### src/rtl/uart_tx_frame_engine.sv
// UART transmit engine: start / data (LSB first) / optional parity / 1-2 stop bits, config latched per frame.
// Define UART_TX_HOLD_EN to add a one-entry holding register for gap-free back-to-back frames.
module uart_tx_frame_engine #(
    parameter int DATA_WIDTH     = 8,
    parameter int PRESCALE_WIDTH = 6
) (
    input  logic                      CLK,
    input  logic                      RST,
    input  logic [DATA_WIDTH-1:0]     P_DATA,
    input  logic                      DATA_VALID,
    output logic                      DATA_READY,
    input  logic                      PAR_EN,
    input  logic                      PAR_TYP,
    input  logic                      STOP2,
    input  logic [PRESCALE_WIDTH-1:0] PRESCALE,
    output logic                      TX_OUT,
    output logic                      BUSY
);
    localparam int BIT_W = $clog2(DATA_WIDTH);
    localparam logic [BIT_W-1:0] LAST_BIT = BIT_W'(DATA_WIDTH - 1);

    typedef enum logic [2:0] {
        S_IDLE   = 3'd0,
        S_START  = 3'd1,
        S_DATA   = 3'd2,
        S_PARITY = 3'd3,
        S_STOP1  = 3'd4,
        S_STOP2  = 3'd5
    } state_t;

    state_t                    r_state;
    logic [DATA_WIDTH-1:0]     r_shift;
    logic                      r_par_bit;
    logic                      r_par_en;
    logic                      r_stop2;
    logic                      r_tx;
    logic [PRESCALE_WIDTH-1:0] r_last_cnt;
    logic [PRESCALE_WIDTH-1:0] r_cnt;
    logic [BIT_W-1:0]          r_bit_idx;

    logic                      w_transfer;
    logic                      w_bit_end;
    logic                      w_load;
    logic [DATA_WIDTH-1:0]     w_src_data;
    logic                      w_src_par_en;
    logic                      w_src_par_typ;
    logic                      w_src_stop2;
    logic [PRESCALE_WIDTH-1:0] w_src_presc;

    assign w_transfer = DATA_VALID && DATA_READY;
    assign w_bit_end  = (r_cnt == r_last_cnt);

`ifdef UART_TX_HOLD_EN
    logic                      r_hold_full;
    logic [DATA_WIDTH-1:0]     r_hold_data;
    logic                      r_hold_par_en;
    logic                      r_hold_par_typ;
    logic                      r_hold_stop2;
    logic [PRESCALE_WIDTH-1:0] r_hold_presc;
    logic                      w_frame_end;
    logic                      w_line_free;

    assign w_frame_end = w_bit_end && (((r_state == S_STOP1) && !r_stop2) || (r_state == S_STOP2));
    assign w_line_free = (r_state == S_IDLE) || w_frame_end;
    assign DATA_READY  = !r_hold_full;
    // A held frame always wins the line; otherwise a fresh transfer bypasses the hold.
    assign w_load        = w_line_free && (r_hold_full || w_transfer);
    assign w_src_data    = r_hold_full ? r_hold_data    : P_DATA;
    assign w_src_par_en  = r_hold_full ? r_hold_par_en  : PAR_EN;
    assign w_src_par_typ = r_hold_full ? r_hold_par_typ : PAR_TYP;
    assign w_src_stop2   = r_hold_full ? r_hold_stop2   : STOP2;
    assign w_src_presc   = r_hold_full ? r_hold_presc   : PRESCALE;

    always_ff @(posedge CLK or negedge RST) begin
        if (!RST) begin
            r_hold_full    <= 1'b0;
            r_hold_data    <= '0;
            r_hold_par_en  <= 1'b0;
            r_hold_par_typ <= 1'b0;
            r_hold_stop2   <= 1'b0;
            r_hold_presc   <= '0;
        end else if (w_transfer && !w_line_free) begin
            r_hold_full    <= 1'b1;
            r_hold_data    <= P_DATA;
            r_hold_par_en  <= PAR_EN;
            r_hold_par_typ <= PAR_TYP;
            r_hold_stop2   <= STOP2;
            r_hold_presc   <= PRESCALE;
        end else if (w_load && r_hold_full) begin
            r_hold_full <= 1'b0;
        end
    end
`else
    assign DATA_READY    = (r_state == S_IDLE);
    assign w_load        = w_transfer;
    assign w_src_data    = P_DATA;
    assign w_src_par_en  = PAR_EN;
    assign w_src_par_typ = PAR_TYP;
    assign w_src_stop2   = STOP2;
    assign w_src_presc   = PRESCALE;
`endif

    always_ff @(posedge CLK or negedge RST) begin
        if (!RST) begin
            r_state    <= S_IDLE;
            r_tx       <= 1'b1;
            r_cnt      <= '0;
            r_bit_idx  <= '0;
            r_shift    <= '0;
            r_par_bit  <= 1'b0;
            r_par_en   <= 1'b0;
            r_stop2    <= 1'b0;
            r_last_cnt <= '0;
        end else if (w_load) begin
            r_state    <= S_START;
            r_tx       <= 1'b0;
            r_cnt      <= '0;
            r_bit_idx  <= '0;
            r_shift    <= w_src_data;
            r_par_bit  <= w_src_par_typ ? ~^w_src_data : ^w_src_data;
            r_par_en   <= w_src_par_en;
            r_stop2    <= w_src_stop2;
            // Prescale 0 behaves as 1 cycle per bit.
            r_last_cnt <= (w_src_presc == '0) ? '0 : w_src_presc - PRESCALE_WIDTH'(1);
        end else begin
            case (r_state)
                S_IDLE: begin
                    r_tx      <= 1'b1;
                    r_cnt     <= '0;
                    r_bit_idx <= '0;
                end
                S_START, S_DATA, S_PARITY, S_STOP1, S_STOP2: begin
                    if (!w_bit_end) begin
                        r_cnt <= r_cnt + PRESCALE_WIDTH'(1);
                    end else begin
                        r_cnt <= '0;
                        case (r_state)
                            S_START: begin
                                r_state <= S_DATA;
                                r_tx    <= r_shift[0];
                            end
                            S_DATA: begin
                                if (r_bit_idx == LAST_BIT) begin
                                    r_bit_idx <= '0;
                                    r_state   <= r_par_en ? S_PARITY : S_STOP1;
                                    r_tx      <= r_par_en ? r_par_bit : 1'b1;
                                end else begin
                                    r_bit_idx <= r_bit_idx + BIT_W'(1);
                                    r_shift   <= r_shift >> 1;
                                    r_tx      <= r_shift[1];
                                end
                            end
                            S_PARITY: begin
                                r_state <= S_STOP1;
                                r_tx    <= 1'b1;
                            end
                            S_STOP1: begin
                                r_state <= r_stop2 ? S_STOP2 : S_IDLE;
                                r_tx    <= 1'b1;
                            end
                            default: begin
                                r_state <= S_IDLE;
                                r_tx    <= 1'b1;
                            end
                        endcase
                    end
                end
                default: begin
                    r_state   <= S_IDLE;
                    r_tx      <= 1'b1;
                    r_cnt     <= '0;
                    r_bit_idx <= '0;
                end
            endcase
        end
    end

    assign TX_OUT = r_tx;
    assign BUSY   = (r_state != S_IDLE);
endmodule

### config.mk
export PLATFORM = sky130hd
export DESIGN_NAME = uart_tx_frame_engine
export DESIGN_NICKNAME = d
export VERILOG_FILES = /design/src/rtl/uart_tx_frame_engine.sv
export SDC_FILE = /design/constraint.sdc
export NUM_CORES = 1
export LEC_CHECK = 0
export BUFFER_PORTS_ARGS = -buffer_cell sky130_fd_sc_hd__buf_2
export CELL_PAD_IN_SITES_DETAIL_PLACEMENT = 1
export CELL_PAD_IN_SITES_GLOBAL_PLACEMENT = 1
export CORE_MARGIN = 1.5
export CORE_UTILIZATION = 39
export DETAILED_ROUTE_END_ITERATION = 8
export MAX_ROUTING_LAYER = met4
export PLACE_DENSITY = 0.73
export SLEW_MARGIN = 10
export SYNTH_ARGS = -nofsm -noshare
export SYNTH_HDL_FRONTEND = slang
export SYNTH_SLANG_ARGS = --single-unit
### constraint.sdc
create_clock -name CLK -period 2 [get_ports CLK]
set_clock_uncertainty 0.2 [all_clocks]
set_input_delay 0.4 -clock CLK [delete_from_list [all_inputs] [get_ports CLK]]
set_output_delay 0.4 -clock CLK [all_outputs]
set_load 0.03 [all_outputs]
==> out/metrics.yaml, run 1 <==
setup_path:
  critPathBufInv: 1
  regToRegEndpoint: "r_shift[6]"
  criticalPathCategory: "reg -> reg"
  worstPathMaxFanout: 8
  r2r_slack_ps: -40
  crit_required_ps: 1960
  start_kind: "flop"
  crit-reg2reg-launch: "r_cnt[3]"
  critPathTopFamily: "simple AND/OR/NAND/NOR gates"
  worst_ep_arrival_time_ps: 2000
  crit_chain: "xnor2_1 -> nand4_1 -> or2_4 -> o41ai_4 -> buf_6 -> mux2_2"
  endpoint_kind: "flop"
  worst_r2r_path_depth: 6
  slowest_stage: "dfrtp_1"
  cpPeakStageDelay_ps: 380
status:
  status: "complete, but fails checks"
  violations: "setup timing"
synth:
  synth.area.top_cells: "dfrtp_1 (44%), xnor2_1 (9.5%), nand2_1 (9.3%), o21ai_0 (5.1%), mux2_2 (4.7%)"
  ys_ff_latch: 30
  syn-num-nets: 205
  mappedNetlistArea_sq_mm: 0.00166
  yosys.cell_types.count: 35
  synth_top_area_cell: "dfrtp_1"
  synth_area_per_cell_sq_um: 9.24
  synth_top_area_share_pct: 43.6
  synth_seq_area_share_pct: 45.2
  synth_cells: 180
  yosys_warnings: 0
global_routing:
  grt_pass1_vias: 1469
  grt-ovfl-total: 0
  grt_pass1_wl_microns: 6660
  antenna_found_initial: 0
  grt_max_degree: 31
  track_usage_pct: 20.1
min_path:
  min_path_type: "in -> reg"
  hold_start: "PAR_EN"
  min_to: "r_par_en"
  hold_depth: 3
sta:
  max_freq_mhz: 491
  final-hold-violation-count: 0
  setup_slack_ps: -37.0
  finalSetupTns_ps: -180
  max_slew.worst_pin.slew_ps: 671
  setup_viol: 7
  maxSlewHeadroom_pct: 55.2
  fin_crit_ps: 2040
  whs_ps: 118
  slew_violations: 0
  post-route-period-util_pct: 102
  grt_setup_unrepaired: "true"
detailed_routing:
  drcViolationCount: 0
  drt_iter0_markers: 46
  routed_wirelength_microns: 3920
  post_drt_wl_per_cell_microns: 14.3
  dr.pass1.iters: 4
  ant_nets: 0
  via_per_inst: 5.15
  vias: 1410
floorplan:
  ios: 23
  die_x_microns: 68.3
  dieArea_sq_mm: 0.00466
  core_sq_mm: 0.00406
  die_h_microns: 68.3
  row_count: 23
  start_util_pct: 41.0
placed_design:
  gp_congestion: 0.878
  placed_cells_incl_taps: 264
  place.port_buffers: 22
  dp_hpwl_microns: 2910
  place_ws_ps: -24.3
  placed_area_sq_mm: 0.00197
power:
  ir_drop_mv: 0.589
  p_per_area_mw_per_mm2: 1520
  leakagePower_nw: 0.993
finish:
  antenna_cells: 0
  postLayoutCellArea_sq_mm: 0.00210
  area_growth_pct: 26.5
  final_cells: 274
  nFillCells: 476
  final_nets: 248
  drive_gt1_share_pct: 28.6
clocking:
  cts_tree: "yes"
  clkLatencyLatePin_ps: 280
  clockBufferDepth: 2
  htree_num_levels: 2
  cts_inserted_buffers: 5
  root_buffer: "clkbuf_8"
  clkSinkCount: 30
  cts.clk_slew.worst_paths_ps: 60
job:
  maxCapViolations: 0
-- report_power, final --
part	total, mW	switching, mW	internal [mW]	leakage, nW
Clock	0.595	0.222	0.372	0.0524
Combinational	1.56	0.821	0.742	0.559
Sequential	1.04	0.173	0.867	0.381
Total	3.20	1.22	1.98	0.993
-- Yosys cell counts --
| master | count |
|---|---|
| ha_1 | 5 |
| o22ai_1 | 1 |
| a211o_2 | 1 |
| a22o_1 | 1 |
| nand3_1 | 2 |
| xor2_1 | 4 |
| a32oi_1 | 1 |
| o41ai_1 | 1 |
| nor2b_1 | 3 |
| nor3b_1 | 2 |
| nor3_1 | 4 |
| dfstp_2 | 1 |
| nand4_1 | 1 |
| o41ai_4 | 1 |
| nor4_1 | 1 |
| buf_2 | 1 |
| nor2_1 | 10 |
| o21ai_0 | 17 |
| clkbuf_1 | 7 |
| o31ai_1 | 1 |
| o21ai_1 | 1 |
| o21a_1 | 1 |
| inv_1 | 6 |
| dfrtp_1 | 29 |
| and2_1 | 1 |
| nand2b_1 | 1 |
| a22oi_1 | 1 |
| xnor2_1 | 18 |
| a32o_1 | 1 |
| a31o_2 | 1 |
| mux2_2 | 7 |
| nand2_1 | 41 |
| or3_1 | 2 |
| a21oi_1 | 4 |
| or2_4 | 1 |
-- layout make-up --
cell class	instances	area, sq um	share of cell area (%)
clock buffer	7	76.3	3.63
clock inverter	1	30.0	1.43
inverter	6	22.5	1.07
multi-input combinational	136	877	41.7
sequential	30	753	35.8
tap	50	62.6	2.97
timing repair buffer	44	282	13.4
-- per-stage QoR --
stage,power (mW),util [%]
3_3_place_gp,2.50,48.4
4_1_cts,3.22,51.7
6_report,3.20,51.8
3_5_place_dp,2.58,48.4
2_1_floorplan,2.00,-
5_1_grt,3.44,51.8
-- state kept, by name, indices dropped and copies added (netlist names) --
name / count
r_shift: 8
r_cnt: 6
r_last_cnt: 6
r_bit_idx: 3
r_state: 3
TX_OUT: 1
r_par_bit: 1
r_par_en: 1
r_stop2: 1
-- cells in the final DEF (no fill, tap or decap), types with 2 or more instances in the layout --
cell / instances
dfrtp_1: 28
mux2_4: 2
clkbuf_8: 5
inv_1: 6
mux2_2: 5
nand3_1: 2
nor3_1: 3
nand2_1: 41
xnor2_1: 18
buf_2: 22
a21oi_1: 4
nor2b_1: 3
ha_1: 5
nor2_1: 10
nor3b_1: 2
xor2_1: 4
clkbuf_1: 2
or3_1: 2
buf_4: 20
o21ai_0: 16
o21ai_1: 2
-- how the worst max path moves through the flow --
stage / slack (ps) / to / cells after the start / from
floorplan: -40 / r_shift[0] / 5 / r_cnt[0]
global placement: 10 / r_shift[3] / 6 / r_cnt[0]
detailed placement: -20 / r_shift[4] / 6 / r_last_cnt[4]
CTS: -60 / r_shift[3] / 6 / r_cnt[3]
global route: -110 / r_shift[6] / 6 / r_cnt[3]
finish: -40 / r_shift[6] / 6 / r_cnt[3]
-- repair_timing --
item                                   4_1_cts  5_1_grt
hold buffers                                 1        0
pin swaps                                    2        0
gates resized for setup                      2        4
endpoints found under the hold margin       29        0
setup endpoints to repair                    7       13
buffers inserted                             1        0
-- metal layers --
metal / GRT usage (%) / share of wire [%]
met3: 4.44 / 3.1
met4: 9.00 / 1.5
met2: 32.9 / 50
met5: - / 0
met1: 23.7 / 45
-- cells by family after synthesis --
family | share of synthesized area [%]
simple gates | 18.1
compound gates | 13.3
flops | 45.2
xor+xnor | 11.6
buf+inv | 3.24
mux | 4.74
fa+ha+maj | 3.76
-- tightest hold or removal path, cell delays in order --
cell	delay (ps)
buf_2	80
nand2_1	40
nand2_1	50
(Power assumes the default switching activity.)
==> inputs of run 2 (changes only) <==
--- a/config.mk
+++ b/config.mk
@@ -8,11 +8,12 @@
 export BUFFER_PORTS_ARGS = -buffer_cell sky130_fd_sc_hd__buf_2
 export CELL_PAD_IN_SITES_DETAIL_PLACEMENT = 1
 export CELL_PAD_IN_SITES_GLOBAL_PLACEMENT = 1
+export CORE_ASPECT_RATIO = 1.4
 export CORE_MARGIN = 1.5
-export CORE_UTILIZATION = 39
+export CORE_UTILIZATION = 25
 export DETAILED_ROUTE_END_ITERATION = 8
 export MAX_ROUTING_LAYER = met4
-export PLACE_DENSITY = 0.73
+export PLACE_DENSITY = 0.5
 export SLEW_MARGIN = 10
 export SYNTH_ARGS = -nofsm -noshare
 export SYNTH_HDL_FRONTEND = slang
==> run 2 against run 1 <==
Compared with the run above:
- global-route usage is 7.1 points lower
- power rose by 3.9%
- the run still ends with setup timing left
- largest power group unchanged
- clock-buffer cell count stayed put
- flip-flop and latch count stayed put
- final area increased by 5.2%
- utilization shrank 18 points
- clock power down 14%
- via count grew 1.8%
- critical endpoint is now r_shift[5]
- routed wire length increased by 2.1%
- critical path depth did not move
==> out/metrics.yaml, run 2 (same netlist as run 1, synthesis figures left out) <==
setup_path:
  cpPeakStageDelay_ps: 390
  critPathTopFamily: "simple AND/OR/NAND/NOR gates"
  cp.depth: 6
  slowest_stage: "dfrtp_1"
  worstPathMaxFanout: 8
  endpoint_kind: "flop"
  worst_r2r_path_depth: 6
  r2r_slack_ps: -10
  crit-reg2reg-launch: "r_cnt[5]"
  critPathBufInv: 1
  worst_ep_arrival_time_ps: 1980
  start_kind: "flop"
  criticalPathCategory: "reg -> reg"
  regToRegEndpoint: "r_shift[5]"
  crit_required_ps: 1970
  crit_chain: "xnor2_1 -> nand4_1 -> or2_4 -> o41ai_4 -> buf_6 -> mux2_2"
sta:
  post-route-period-util_pct: 101
  final-hold-violation-count: 0
  fin_crit_ps: 2010
  max_freq_mhz: 497
  slew_violations: 0
  maxSlewHeadroom_pct: 73.3
  setup_viol: 4
  setup_slack_ps: -10.6
  max_slew.worst_pin.slew_ps: 400
  grt_setup_unrepaired: "true"
finish:
  largest_register: "r_shift"
  nFillCells: 784
  final_nets: 257
  drive_gt1_share_pct: 32.2
  postLayoutCellArea_sq_mm: 0.00221
  final_cell_mix: "nand2_1 (41), dfrtp_1 (29), buf_4 (28)"
  largest_reg_flops: 8
  antenna_cells: 0
  reg_top3: "r_shift x8, r_cnt x6, r_last_cnt x6"
  area_growth_pct: 33.1
  layout_commonest_cell: "nand2_1"
floorplan:
  start_util_pct: 25.5
  die_x_microns: 71.9
  core_sq_mm: 0.00653
  row_count: 35
  die_h_microns: 99.5
  ios: 23
  dieArea_sq_mm: 0.00716
clocking:
  clkSinkCount: 30
  cts_tree: "yes"
  root_buffer: "clkbuf_8"
  clockBufferDepth: 2
  cts_inserted_buffers: 5
  cts.clk_slew.worst_paths_ps: 70
  clkLatencyLatePin_ps: 280
  htree_num_levels: 2
min_path:
  hold_depth: 3
  min_path_type: "in -> reg"
  hold_start: "PAR_EN"
  min_to: "r_par_en"
power:
  internal_power_mw: 2.06
  swShare_pct: 37.9
  power.share.clock_pct: 15.3
  power_frac_seq_pct: 30.7
  power_frac_comb_pct: 54.0
  leakagePower_nw: 1.05
  p_total_mw: 3.32
  ir_drop_mv: 0.375
  p_per_area_mw_per_mm2: 1500
  p_switching_mw: 1.26
placed_design:
  place_ws_ps: -68.9
  gp_congestion: 0.780
  place.port_buffers: 22
  dp_hpwl_microns: 2980
  placed_area_sq_mm: 0.00203
global_routing:
  track_usage_pct: 13.0
  grt_max_degree: 31
  grt_pass1_vias: 1554
  grt_pass1_wl_microns: 6980
  grt-ovfl-total: 0
  antenna_found_initial: 0
detailed_routing:
  post_drt_wl_per_cell_microns: 13.0
  routed_wirelength_microns: 4000
  dr.pass1.iters: 4
  vias: 1435
  ant_nets: 0
  drt_iter0_markers: 43
  via_per_inst: 4.67
  drcViolationCount: 0
job:
  maxCapViolations: 0
status:
  status: "complete, but fails checks"
  violations: "setup timing"
[run 2: changes by cell type in the layout (fill, tap and decap cells not counted), sizes merged]
cell	delta
bufinv	-1
clkinv	+1
buf	+9
[run 2: through the flow]
step | util, % | TNS [ps] | hold slack [ps] | cells
floorplan | - | -246 | -95.6 | 180
global route | 33.9 | -1270 | 125 | 307
finish | 33.9 | -35.7 | 109 | 307
global placement | 31.2 | -284 | 248 | 293
CTS | 32.9 | -184 | 102 | 303
detailed placement | 31.2 | -416 | 251 | 293
[run 2: final cells by class]
cell class | instances | area (sq um) | share of cell area, %
multi-input cells | 136 | 896 | 40.5
flip-flops and latches | 30 | 752 | 34.0
repair buffers | 53 | 359 | 16.2
well taps | 74 | 92.6 | 4.18
clock buffers | 7 | 86.3 | 3.90
inverters | 6 | 22.5 | 1.02
clock inverters | 1 | 5.00 | 0.226
[run 2: worst max-delay path by stage]
stage               slack (ps)          to     start
floorplan                  -40  r_shift[0]  r_cnt[0]
global placement           -40  r_shift[4]  r_cnt[0]
detailed placement         -70  r_shift[6]  r_cnt[0]
CTS                        -30  r_shift[3]  r_cnt[5]
global route              -150  r_shift[0]  r_cnt[5]
finish                     -10  r_shift[5]  r_cnt[5]
[run 2: per-layer routing]
metal | share of wire [%] | global-route usage [%] | vias to the layer above
met5 | 0 | - | -
met4 | 2.3 | 6.10 | 0
met3 | 2.4 | 2.74 | 7
met2 | 53 | 22.5 | 19
met1 | 43 | 14.1 | 703
li1 | - | - | 706
[run 2: timing repair]
item                                    4_1_cts  5_1_grt
endpoints found under the setup margin        9       16
hold buffers                                  1        0
endpoints found under the hold margin        29        0
gates resized for setup                       2       14
pin swaps                                     3        2
buffers inserted                              1        4
[run 2: power groups by stage]
stage | logic [mW] | registers, mW | clock network, mW
6_report | 1.79 | 1.02 | 0.509
5_1_grt | 2.00 | 1.06 | 0.555
4_1_cts | 1.65 | 1.02 | 0.537
3_5_place_dp | 1.63 | 1.04 | 0
3_3_place_gp | 1.61 | 1.03 | 0
2_1_floorplan | 0.988 | 1.01 | 0
[run 2: worst register-to-register path, stage by stage, from the launching register on]
cell and delay [ps]:
dfrtp_1 390, xnor2_1 170, nand4_1 140, or2_4 270, o41ai_4 210, buf_6 190
mux2_2 330
